==> config.mk <==
export PLATFORM = sky130hd
export DESIGN_NAME = audio_meter_flat
export DESIGN_NICKNAME = d
export VERILOG_FILES = /design/src/rtl/audio_meter_pkg.sv /design/src/rtl/audio_meter_if.sv /design/src/rtl/audio_meter_ch.sv /design/src/rtl/audio_meter.sv /design/src/flat_wrapper.sv
export SDC_FILE = /design/constraint.sdc
export NUM_CORES = 1
export LEC_CHECK = 0
export ABC_CLOCK_PERIOD_IN_PS = 4700
export BUFFER_PORTS_ARGS = -buffer_cell sky130_fd_sc_hd__buf_2
export CAP_MARGIN = 0
export CORE_MARGIN = 2
export CORE_UTILIZATION = 53
export CTS_CLUSTER_SIZE = 40
export DETAILED_ROUTE_END_ITERATION = 7
export PLACE_DENSITY = 0.76
export SLEW_MARGIN = 25
export SYNTH_ARGS = -nofsm -noshare
export SYNTH_HDL_FRONTEND = slang
export SYNTH_HIERARCHICAL = 1
export SYNTH_SLANG_ARGS = --single-unit
==> constraint.sdc <==
create_clock -name clk -period 4.7 [get_ports clk]
set_input_delay 1.41 -clock clk [delete_from_list [all_inputs] [get_ports clk]]
set_output_delay 1.41 -clock clk [all_outputs]
set_load 0.005 [all_outputs]
==> src/rtl/audio_meter_pkg.sv <==
// Shared types for the audio level/frequency meter: FSM states and the
// default-configuration per-channel sample and result layouts.
package audio_meter_pkg;

    typedef enum logic [1:0] {
        IDLE    = 2'd0,
        PRIME   = 2'd1,
        MEASURE = 2'd2,
        DONE    = 2'd3
    } state_e;

    localparam int DEF_SMPL_W = 16;
    localparam int DEF_CNT_W  = 12;
    localparam int DEF_IDX_W  = 11;

    typedef logic signed [DEF_SMPL_W-1:0] sample_t;

    typedef struct packed {
        sample_t                max_v;
        sample_t                min_v;
        logic [DEF_CNT_W-1:0]   cnt;
        logic [DEF_IDX_W-1:0]   span;
        logic                   sat;
    } ch_result_t;

endpackage

==> src/rtl/audio_meter_if.sv <==
// Sample/control/result bundle of audio_meter; the master drives the strobes,
// the slave (the meter) returns status and per-channel results.
interface audio_meter_if
    import audio_meter_pkg::*;
#(
    parameter int NUM_CH = 2,
    parameter int SMPL_W = 16,
    parameter int CNT_W  = 12,
    parameter int IDX_W  = 11
);
    // start and smpl_vld are single-cycle strobes with no back-pressure: the
    // meter always samples them; start is simply dropped while busy is high.
    logic                       start;
    logic                       smpl_vld;
    logic [NUM_CH*SMPL_W-1:0]   smpl;
    logic                       busy;
    logic                       done;
    logic [NUM_CH*SMPL_W-1:0]   peak_max;
    logic [NUM_CH*SMPL_W-1:0]   peak_min;
    logic [NUM_CH*CNT_W-1:0]    xing_cnt;
    logic [NUM_CH*IDX_W-1:0]    xing_span;
    logic [NUM_CH-1:0]          cnt_sat;
    state_e                     state_dbg;

    modport master (
        output start, smpl_vld, smpl,
        input  busy, done, peak_max, peak_min, xing_cnt, xing_span, cnt_sat, state_dbg
    );

    modport slave (
        input  start, smpl_vld, smpl,
        output busy, done, peak_max, peak_min, xing_cnt, xing_span, cnt_sat, state_dbg
    );

endinterface

==> src/rtl/audio_meter_ch.sv <==
// One channel of the meter: peak tracking, sign-change counting and crossing
// span. Hysteretic sign detection is built when METER_HYST_EN is defined.
module audio_meter_ch
    import audio_meter_pkg::*;
#(
    parameter int SMPL_W = 16,
    parameter int CNT_W  = 12,
    parameter int IDX_W  = 11
`ifdef METER_HYST_EN
    ,
    parameter int HYST   = 100
`endif
) (
    input  logic                     clk,
    input  logic                     rst,
    input  logic                     prime,
    input  logic                     step,
    input  logic                     latch,
    input  logic [IDX_W-1:0]         idx,
    input  logic signed [SMPL_W-1:0] sample,
    output logic signed [SMPL_W-1:0] res_max,
    output logic signed [SMPL_W-1:0] res_min,
    output logic [CNT_W-1:0]         res_cnt,
    output logic [IDX_W-1:0]         res_span,
    output logic                     res_sat
);

    typedef struct packed {
        logic signed [SMPL_W-1:0] max_v;
        logic signed [SMPL_W-1:0] min_v;
        logic [CNT_W-1:0]         cnt;
        logic [IDX_W-1:0]         span;
        logic                     sat;
    } res_t;

    localparam logic [CNT_W-1:0] CNT_MAX = '1;

    logic signed [SMPL_W-1:0] max_q, max_d, min_q, min_d;
    logic                     known_q, known_d, neg_q, neg_d;
    logic [CNT_W-1:0]         cnt_q, cnt_d;
    logic                     sat_q, sat_d;
    logic [IDX_W-1:0]         first_q, first_d, last_q, last_d;
    res_t                     res_q, res_d;
    logic                     cur_valid;
    logic                     cur_neg;

`ifdef METER_HYST_EN
    localparam logic signed [SMPL_W-1:0] HYST_P = SMPL_W'(HYST);
    localparam logic signed [SMPL_W-1:0] HYST_N = -SMPL_W'(HYST);

    // Samples inside the band carry no sign information at all.
    assign cur_valid = (sample > HYST_P) || (sample < HYST_N);
    assign cur_neg   = (sample < HYST_N);
`else
    assign cur_valid = 1'b1;
    assign cur_neg   = sample[SMPL_W-1];
`endif

    always_comb begin
        max_d   = max_q;
        min_d   = min_q;
        known_d = known_q;
        neg_d   = neg_q;
        cnt_d   = cnt_q;
        sat_d   = sat_q;
        first_d = first_q;
        last_d  = last_q;
        res_d   = res_q;
        if (prime) begin
            max_d   = sample;
            min_d   = sample;
            known_d = cur_valid;
            neg_d   = cur_neg;
            cnt_d   = '0;
            sat_d   = 1'b0;
            first_d = '0;
            last_d  = '0;
        end else if (step) begin
            if (sample > max_q) max_d = sample;
            if (sample < min_q) min_d = sample;
            if (cur_valid) begin
                if (!known_q) begin
                    // First decisive sample only establishes the reference sign.
                    known_d = 1'b1;
                    neg_d   = cur_neg;
                end else if (cur_neg != neg_q) begin
                    neg_d  = cur_neg;
                    last_d = idx;
                    if (cnt_q == '0) first_d = idx;
                    if (cnt_q != CNT_MAX) cnt_d = cnt_q + 1'b1;
                    if (cnt_q >= CNT_MAX - 1'b1) sat_d = 1'b1;
                end
            end
        end
        // Results are taken from the next-state values so they appear with done.
        if (latch) begin
            res_d.max_v = max_d;
            res_d.min_v = min_d;
            res_d.cnt   = cnt_d;
            res_d.span  = (cnt_d != '0) ? (last_d - first_d) : '0;
            res_d.sat   = sat_d;
        end
    end

    always_ff @(posedge clk) begin
        if (rst) begin
            max_q   <= '0;
            min_q   <= '0;
            known_q <= 1'b0;
            neg_q   <= 1'b0;
            cnt_q   <= '0;
            sat_q   <= 1'b0;
            first_q <= '0;
            last_q  <= '0;
            res_q   <= '0;
        end else begin
            max_q   <= max_d;
            min_q   <= min_d;
            known_q <= known_d;
            neg_q   <= neg_d;
            cnt_q   <= cnt_d;
            sat_q   <= sat_d;
            first_q <= first_d;
            last_q  <= last_d;
            res_q   <= res_d;
        end
    end

    assign res_max  = res_q.max_v;
    assign res_min  = res_q.min_v;
    assign res_cnt  = res_q.cnt;
    assign res_span = res_q.span;
    assign res_sat  = res_q.sat;

endmodule

==> src/rtl/audio_meter.sv <==
// Multi-channel audio meter top: window FSM and sample index shared by all
// channels. Hysteresis is enabled by defining METER_HYST_EN.
module audio_meter
    import audio_meter_pkg::*;
#(
    parameter int NUM_CH = 2,
    parameter int SMPL_W = 16,
    parameter int WINDOW = 2000,
    parameter int CNT_W  = 12
`ifdef METER_HYST_EN
    ,
    parameter int HYST   = 100
`endif
) (
    input  logic          clk,
    input  logic          rst,
    audio_meter_if.slave  bus
);

    localparam int IDX_W = $clog2(WINDOW);
    localparam logic [IDX_W-1:0] LAST_IDX = IDX_W'(WINDOW - 1);

    state_e           state_q, state_d;
    logic [IDX_W-1:0] idx_q, idx_d;
    logic             prime, step, latch;

    logic signed [SMPL_W-1:0] max_arr  [NUM_CH];
    logic signed [SMPL_W-1:0] min_arr  [NUM_CH];
    logic [CNT_W-1:0]         cnt_arr  [NUM_CH];
    logic [IDX_W-1:0]         span_arr [NUM_CH];
    logic [NUM_CH-1:0]        sat_vec;

    always_comb begin
        state_d  = state_q;
        idx_d    = idx_q;
        prime    = 1'b0;
        step     = 1'b0;
        latch    = 1'b0;
        bus.busy = (state_q != IDLE);
        bus.done = 1'b0;
        case (state_q)
            IDLE: begin
                // A strobe arriving with start is not part of the window.
                if (bus.start) state_d = PRIME;
            end
            PRIME: begin
                if (bus.smpl_vld) begin
                    prime   = 1'b1;
                    idx_d   = IDX_W'(1);
                    state_d = MEASURE;
                end
            end
            MEASURE: begin
                if (bus.smpl_vld) begin
                    step = 1'b1;
                    if (idx_q == LAST_IDX) begin
                        latch   = 1'b1;
                        idx_d   = '0;
                        state_d = DONE;
                    end else begin
                        idx_d = idx_q + 1'b1;
                    end
                end
            end
            DONE: begin
                bus.done = 1'b1;
                state_d  = IDLE;
            end
            default: state_d = IDLE;
        endcase
    end

    always_ff @(posedge clk) begin
        if (rst) begin
            state_q <= IDLE;
            idx_q   <= '0;
        end else begin
            state_q <= state_d;
            idx_q   <= idx_d;
        end
    end

    assign bus.state_dbg = state_q;

    for (genvar c = 0; c < NUM_CH; c++) begin : g_ch
        audio_meter_ch #(
            .SMPL_W (SMPL_W),
            .CNT_W  (CNT_W),
            .IDX_W  (IDX_W)
`ifdef METER_HYST_EN
            ,
            .HYST   (HYST)
`endif
        ) u_ch (
            .clk      (clk),
            .rst      (rst),
            .prime    (prime),
            .step     (step),
            .latch    (latch),
            .idx      (idx_q),
            .sample   (bus.smpl[c*SMPL_W +: SMPL_W]),
            .res_max  (max_arr[c]),
            .res_min  (min_arr[c]),
            .res_cnt  (cnt_arr[c]),
            .res_span (span_arr[c]),
            .res_sat  (sat_vec[c])
        );
    end

    always_comb begin
        bus.peak_max  = '0;
        bus.peak_min  = '0;
        bus.xing_cnt  = '0;
        bus.xing_span = '0;
        for (int c = 0; c < NUM_CH; c++) begin
            bus.peak_max[c*SMPL_W +: SMPL_W] = max_arr[c];
            bus.peak_min[c*SMPL_W +: SMPL_W] = min_arr[c];
            bus.xing_cnt[c*CNT_W +: CNT_W]   = cnt_arr[c];
            bus.xing_span[c*IDX_W +: IDX_W]  = span_arr[c];
        end
    end

    assign bus.cnt_sat = sat_vec;

endmodule

==> src/flat_wrapper.sv <==
// flat-port wrapper written by rule: the top's interface ports become plain ports
module audio_meter_flat import audio_meter_pkg::*;
#(
    parameter int NUM_CH = 2,
    parameter int SMPL_W = 16,
    parameter int WINDOW = 2000,
    parameter int CNT_W  = 12

)
  (clk, rst, bus_start, bus_smpl_vld, bus_smpl, bus_busy, bus_done, bus_peak_max, bus_peak_min, bus_xing_cnt, bus_xing_span, bus_cnt_sat, bus_state_dbg);
  audio_meter_if #(.NUM_CH(NUM_CH), .SMPL_W(SMPL_W), .CNT_W(CNT_W), .IDX_W(($clog2(WINDOW)))) bus_i ();
  input  logic clk;
  input  logic rst;
  input wire logic [$bits(bus_i.start)-1:0] bus_start;
  input wire logic [$bits(bus_i.smpl_vld)-1:0] bus_smpl_vld;
  input wire logic [$bits(bus_i.smpl)-1:0] bus_smpl;
  output wire logic [$bits(bus_i.busy)-1:0] bus_busy;
  output wire logic [$bits(bus_i.done)-1:0] bus_done;
  output wire logic [$bits(bus_i.peak_max)-1:0] bus_peak_max;
  output wire logic [$bits(bus_i.peak_min)-1:0] bus_peak_min;
  output wire logic [$bits(bus_i.xing_cnt)-1:0] bus_xing_cnt;
  output wire logic [$bits(bus_i.xing_span)-1:0] bus_xing_span;
  output wire logic [$bits(bus_i.cnt_sat)-1:0] bus_cnt_sat;
  output wire logic [$bits(bus_i.state_dbg)-1:0] bus_state_dbg;
  assign bus_i.start = bus_start;
  assign bus_i.smpl_vld = bus_smpl_vld;
  assign bus_i.smpl = bus_smpl;
  assign bus_busy = bus_i.busy;
  assign bus_done = bus_i.done;
  assign bus_peak_max = bus_i.peak_max;
  assign bus_peak_min = bus_i.peak_min;
  assign bus_xing_cnt = bus_i.xing_cnt;
  assign bus_xing_span = bus_i.xing_span;
  assign bus_cnt_sat = bus_i.cnt_sat;
  assign bus_state_dbg = bus_i.state_dbg;
  audio_meter #(.NUM_CH(NUM_CH), .SMPL_W(SMPL_W), .WINDOW(WINDOW), .CNT_W(CNT_W)) u_core (.clk(clk), .rst(rst), .bus(bus_i));
endmodule
# Word-level counts from Yosys, hierarchy flattened
# Cells that the tools add are included.
# totals
elab_cells,142
output_inout_bits,116
regBits,262
# op_classes
reduce_logical,12
order_cmp,6
n_eq_ne,14
n_mux,78
addsub,5
# ops
op,count
$mux 11,23
$mux 16,12
$mux 12,10
$gt 16x16->1,2
$lt 16x16->1,2
$mux 1,27
$add 12x1->12 const B,2
$ge 12x12->1 const B,2
$logic_not 12->1,2
$ne 12x12->1 const B,2
$reduce_bool 12->1,2
$pmux 11 s2,1
$sub 11x11->11,2
$add 11x1->11 const B,1
$eq 11x11->1 const B,1
$mux 2,4
$pmux 2 s4,1
$ne 2x2->1 const B,3
$reduce_bool 2->1,3
$eq 2x2->1 const B,2
$reduce_and 2->1,2
$reduce_and 4->1,1
$ne 3x1->1 const B,1
$ne 3x2->1 const B,1
other kinds (5),6

# Depth between registers and ports, before layout
# logic_depth
word_depth,8
mapped_depth,20
mapped_depth_nobuf,18

# Cells and area by module
# Netlist, hierarchy kept.
# by_module_without_submodules
module,seq_area_each_um2,cells_per_inst,instances,area_each_um2
audio_meter_ch at u_core.g_ch[0].u_ch,2502.4,713,1,6283.5
audio_meter_ch at u_core.g_ch[1].u_ch,2502.4,708,1,6223.5
audio_meter,260.2,86,1,738.2

# Least setup slack after synthesis
# Ideal clock, no wire load.
# synth_path
path_kind,input to register
startpoint,input port bus_smpl_vld
endpoint,register u_core.g_ch[0].u_ch.res_q (netlist bit u_core/g_ch[0].u_ch/res_span[10])
stages,18
setup_time_ns,0.122
arrival_time_ns,4.638
slack_ns,-0.060
cell_sequence,nand2_2 -> inv_2 -> buf_2 -> nand3_2 -> buf_6 -> nor2_1 -> buf_2 -> mux2i_1 -> nor2_1 -> ha_1 -> fa_1 -> nand2b_1 -> a21boi_0 -> a311o_1 -> o21ai_0 -> xnor2_1 -> and2_1 -> a221o_1
# synth_between
elab_chain_len,6
# synth_rtl
element,line,text
from (decl),flat_wrapper.sv:15,input wire logic [$bits(bus_i.smpl_vld)-1:0] bus_smpl_vld;
$mux 1,audio_meter.sv:54,if (bus.smpl_vld) begin
$mux 1,audio_meter.sv:41,case (state_q)
via u_core.step,audio_meter.sv:25,"logic prime, step, latch;"
$mux 11,audio_meter_ch.sv:78,end else if (step) begin
$mux 11,audio_meter_ch.sv:69,if (prime) begin
via u_core.g_ch[0].u_ch.first_d[0],audio_meter_ch.sv:42,"logic [IDX_W-1:0] first_q, first_d, last_q, last_d;"
$sub 11x11->11,audio_meter_ch.sv:100,res_d.span = (cnt_d != '0) ? (last_d - first_d) : '0;
$mux 11,audio_meter_ch.sv:100,
to (signal assigned),audio_meter_ch.sv:125,res_q <= res_d;
to (decl),audio_meter_ch.sv:43,"res_t res_q, res_d;"
# The timed path passes the listed nets, and every way through them passes these cells.
# A chain may end at the register's enable or synchronous reset.

# Worst setup path in the final report
# layout_path
startpoint,input port bus_smpl[15]
endpoint,register u_core.g_ch[0].u_ch.res_q (netlist bit u_core/g_ch[0].u_ch/res_span[10])
# layout_between
elab_chain_len,7
# layout_rtl
element,line,text
from (decl),flat_wrapper.sv:16,input wire logic [$bits(bus_i.smpl)-1:0] bus_smpl;
$ne 1x1->1,audio_meter_ch.sv:86,end else if (cur_neg != neg_q) begin
$mux 11,audio_meter_ch.sv:86,
$mux 11,audio_meter_ch.sv:82,if (!known_q) begin
$mux 11,audio_meter_ch.sv:78,
$mux 11,audio_meter_ch.sv:69,
via u_core.g_ch[0].u_ch.first_d[0],audio_meter_ch.sv:42,
$sub 11x11->11,audio_meter_ch.sv:100,
$mux 11,audio_meter_ch.sv:100,
# The timed path passes the listed nets, and every way through them passes these cells.

==> summary.md <==
| Metric | Value |
|---|---|
| Syn avg cell area | 8.79 sq um |
| Cells after Synth | 1507 |
| Setup crit end kind | flip-flop |
| Drt via density | 5.64 |
| Layout Skew | 0.00979 ns |
| # hold bufs at CTS | 0 |
| Critical path class | input port to flip-flop |
| Static Leak | 6.36 nW |
| Grt total ovfl | 0 |
| Slew HR | 35.7% |
| Post-Synthesis Cell Area | 13200 sq um |
| Vias in the first global route | 10500 |
| Setup_tns | 0 ns |
| GRT Overall Usage | a little under a quarter |
| Final setup viols | 0 |
| Status | finished clean |
| Avg WL per Cell | 15.6 microns |
| Asr flop ratio synth | 0% |
| CTS root buf | clkbuf_16 |
| Final HPWL DP | 21900 microns |
| Clock-pin slew of the registers on the worst-case setup and hold paths | 0.06 ns |
| Remaining DRCs | 0 |
| F_max | about 240 MHz |
| ANT nets after route | 0 |
| Pre-CTS setup slack | a little under 0.07 ns |
| RSZ-0062 raised after global routing | no |
| Seq/Total Area, Yosys | 39.8% |
| CTS Sinks | 263 |
| Final WL | ~31000 microns |
| First-pass GRT wire length | 51200 microns |
| TritonCTS Buffers | 28 |
| Crit path launch type | input port |
| Die area | 26300 sq um |
| Via count | between 10000 and 15000 |
| Max-slew violation count | 0 |
| Clock Latency Late Sink | 0.54 ns |
| Slew @ Worst Pin | 0.965 ns |
| Endpoints failing hold | 0 |
| CP arrival | 4.55 ns |
| Share of post-route cells with drive strength above 1 | 16.8% |
| Final period utilization | 87.6% |
| Min-Delay Path Class | flip-flop to flip-flop |
| Max-cap viol count | 0 |
| CP required | 5.13 ns |
| Minimum clock period | 4.12 ns |
| Hold WS | 0.457 ns |
| Netlist cell types | 88 |
| Largest net degree at the start of global routing | just under 100 |
| Crit Path Max Fanout | 3 |
| # rows | 57 |
| Top cell type's share of synthesized area | 39.8% |
| Worst VDD drop | around 0.00027 V |
| Power per standard cell area | 374 nW/um^2 |
| Post_cts resized | 0 |
| Fill count | 2084 |
| CTS tree | done |
| Synthesis Warnings | 6 |
| Setup ws final | roughly 0.58 ns |
| Count leader, synth | dfxtp_1 |
| Initial antenna violation count | 0 |
| Biggest area consumer among synthesized cells | dfxtp_1 |
| Layout area overhead | 15.3% |
| #FFs+latches synth | 263 |
| Most frequent cells after synthesis | dfxtp_1 (263), nor2_1 (257), mux2i_1 (106) |
| H-tree depth | 1 |
| Initial DRC Count | 710 |
| Core region area | 24500 sq um |
| Starting Density | 54.1% |
| Syn_nets | 1639 |
| Setup Buffers After CTS | 0 |
| Layout net count | around 1800 |
| # IOs | 152 |
| Drt pass-1 iters | 4 |
| Die Span X | 162 microns |
| Total power | about 5.7 mW |
| Final GP Congestion | 0.896 |
| Die height | 162 microns |
| Synth top area cells | dfxtp_1 (40%), ha_1 (8.9%), mux2i_1 (8.0%) |
| CTS max path bufs | 3 |
| Ant. Diodes | 0 |
| IO Port Bufs | 151 |
| Ys flop type | dfxtp_1 |
| EDFF count, synth | 0 |
-- placed cells by master, fill, tap and decap left out, types with 18 or more instances in the layout --
cell       synthesis  final
buf_2              8    150
a21oi_1           65     65
buf_4              3     34
a21o_1            18     18
a211oi_1          57     57
nand3_1           30     30
nor2_1           257    256
nor3_1            52     52
clkbuf_16          0     29
or3_1             18     18
o21ai_0           44     44
xnor2_1           21     21
ha_1              94     94
nand4_1           21     21
mux2i_1          106    106
inv_1             95     95
nand2_1           53     53
or2_2             23     23
dfxtp_1          263    263
-- area by class of cell --
cell class / count / area (sq um) / share of cell area (%)
tap: 324 / 405 / 2.65
clock inverter: 6 / 88.8 / 0.581
inverter: 97 / 364 / 2.38
sequential: 263 / 5270 / 34.5
multi-input combinational: 1064 / 7250 / 47.5
clock buffer: 45 / 846 / 5.54
timing repair buffer: 187 / 1060 / 6.92
-- stage by stage --
| step | area [sq um] | utilization, % | std cells |
|---|---|---|---|
| after CTS | 15300 | 62.5 | 1986 |
| after floorplan | 13200 | - | 1507 |
| after global placement | 14300 | 58.6 | 1935 |
| after global routing | 15300 | 62.5 | 1986 |
| after detailed placement | 14300 | 58.6 | 1935 |
| final | 15300 | 62.5 | 1986 |
-- worst max-delay path, stage by stage --
cell and delay (ns):
buf_2 0.11, xor2_1 0.24, nand3_2 0.11, nor2_1 0.21, mux2i_1 0.27, nor2_1 0.07, ha_1 0.24, fa_1 0.41
nand2b_1 0.16, a21boi_0 0.28, a311o_1 0.28, o21ai_0 0.13, xnor2_1 0.15, and2_1 0.17, a221o_1 0.30
-- state kept, by name (all words and copies together), names as in the netlist --
register                   count
u_core/g_ch.u_ch/max_q        32
u_core/g_ch.u_ch/min_q        32
u_core/g_ch.u_ch/res_max      32
u_core/g_ch.u_ch/res_min      32
u_core/g_ch.u_ch/cnt_q        24
u_core/g_ch.u_ch/res_cnt      24
u_core/g_ch.u_ch/first_q      22
u_core/g_ch.u_ch/last_q       22
u_core/g_ch.u_ch/res_span     22
u_core/idx_q                  11
u_core/bus.state_dbg           2
u_core/g_ch.u_ch/known_q       2
u_core/g_ch.u_ch/neg_q         2
u_core/g_ch.u_ch/res_sat       2
u_core/g_ch.u_ch/sat_q         2
-- where the power goes --
part | total (mW) | internal (mW) | switching [mW] | leakage [nW]
Clock | 2.22 | 1.34 | 0.885 | 0.449
Sequential | 2.42 | 2.34 | 0.0705 | 2.12
Combinational | 1.08 | 0.418 | 0.658 | 3.78
-- routing by layer --
layer	GRT usage [%]	routed length (microns)	vias to the layer above
met1	30.9	14100	5298
met3	3.01	1620	47
met4	6.15	531	0
li1	-	-	5576
met5	0	0	-
met2	39.3	14700	282
-- worst paths after layout --
| check | from | end | slack, ns | cells after the start |
|---|---|---|---|---|
| min reg2reg | u_core/g_ch[0].u_ch/res_span[6] | u_core/g_ch[0].u_ch/res_span[6] | 0.46 | 2 |
| min | u_core/g_ch[0].u_ch/res_span[6] | u_core/g_ch[0].u_ch/res_span[6] | 0.46 | 2 |
| max | bus_smpl[15] | u_core/g_ch[0].u_ch/res_span[10] | 0.58 | 15 |
| max reg2reg | u_core/bus.state_dbg[0] | u_core/g_ch[0].u_ch/res_span[10] | 0.76 | 17 |
-- logic make-up (layout without fill, tap and decap cells) --
kind of cell / Yosys count / after routing / synth area share (%)
AND/OR/NAND/NOR: 537 / 537 / 19.7
AO/OA/AOI/OAI: 286 / 286 / 15.1
flip-flops: 263 / 263 / 39.8
buffers and inverters: 180 / 335 / 5.58
multiplexers: 108 / 108 / 8.23
adder cells (fa/ha/maj): 96 / 96 / 9.18
XOR/XNOR: 37 / 37 / 2.45
Note: power is estimated with default switching activity, not from simulation.
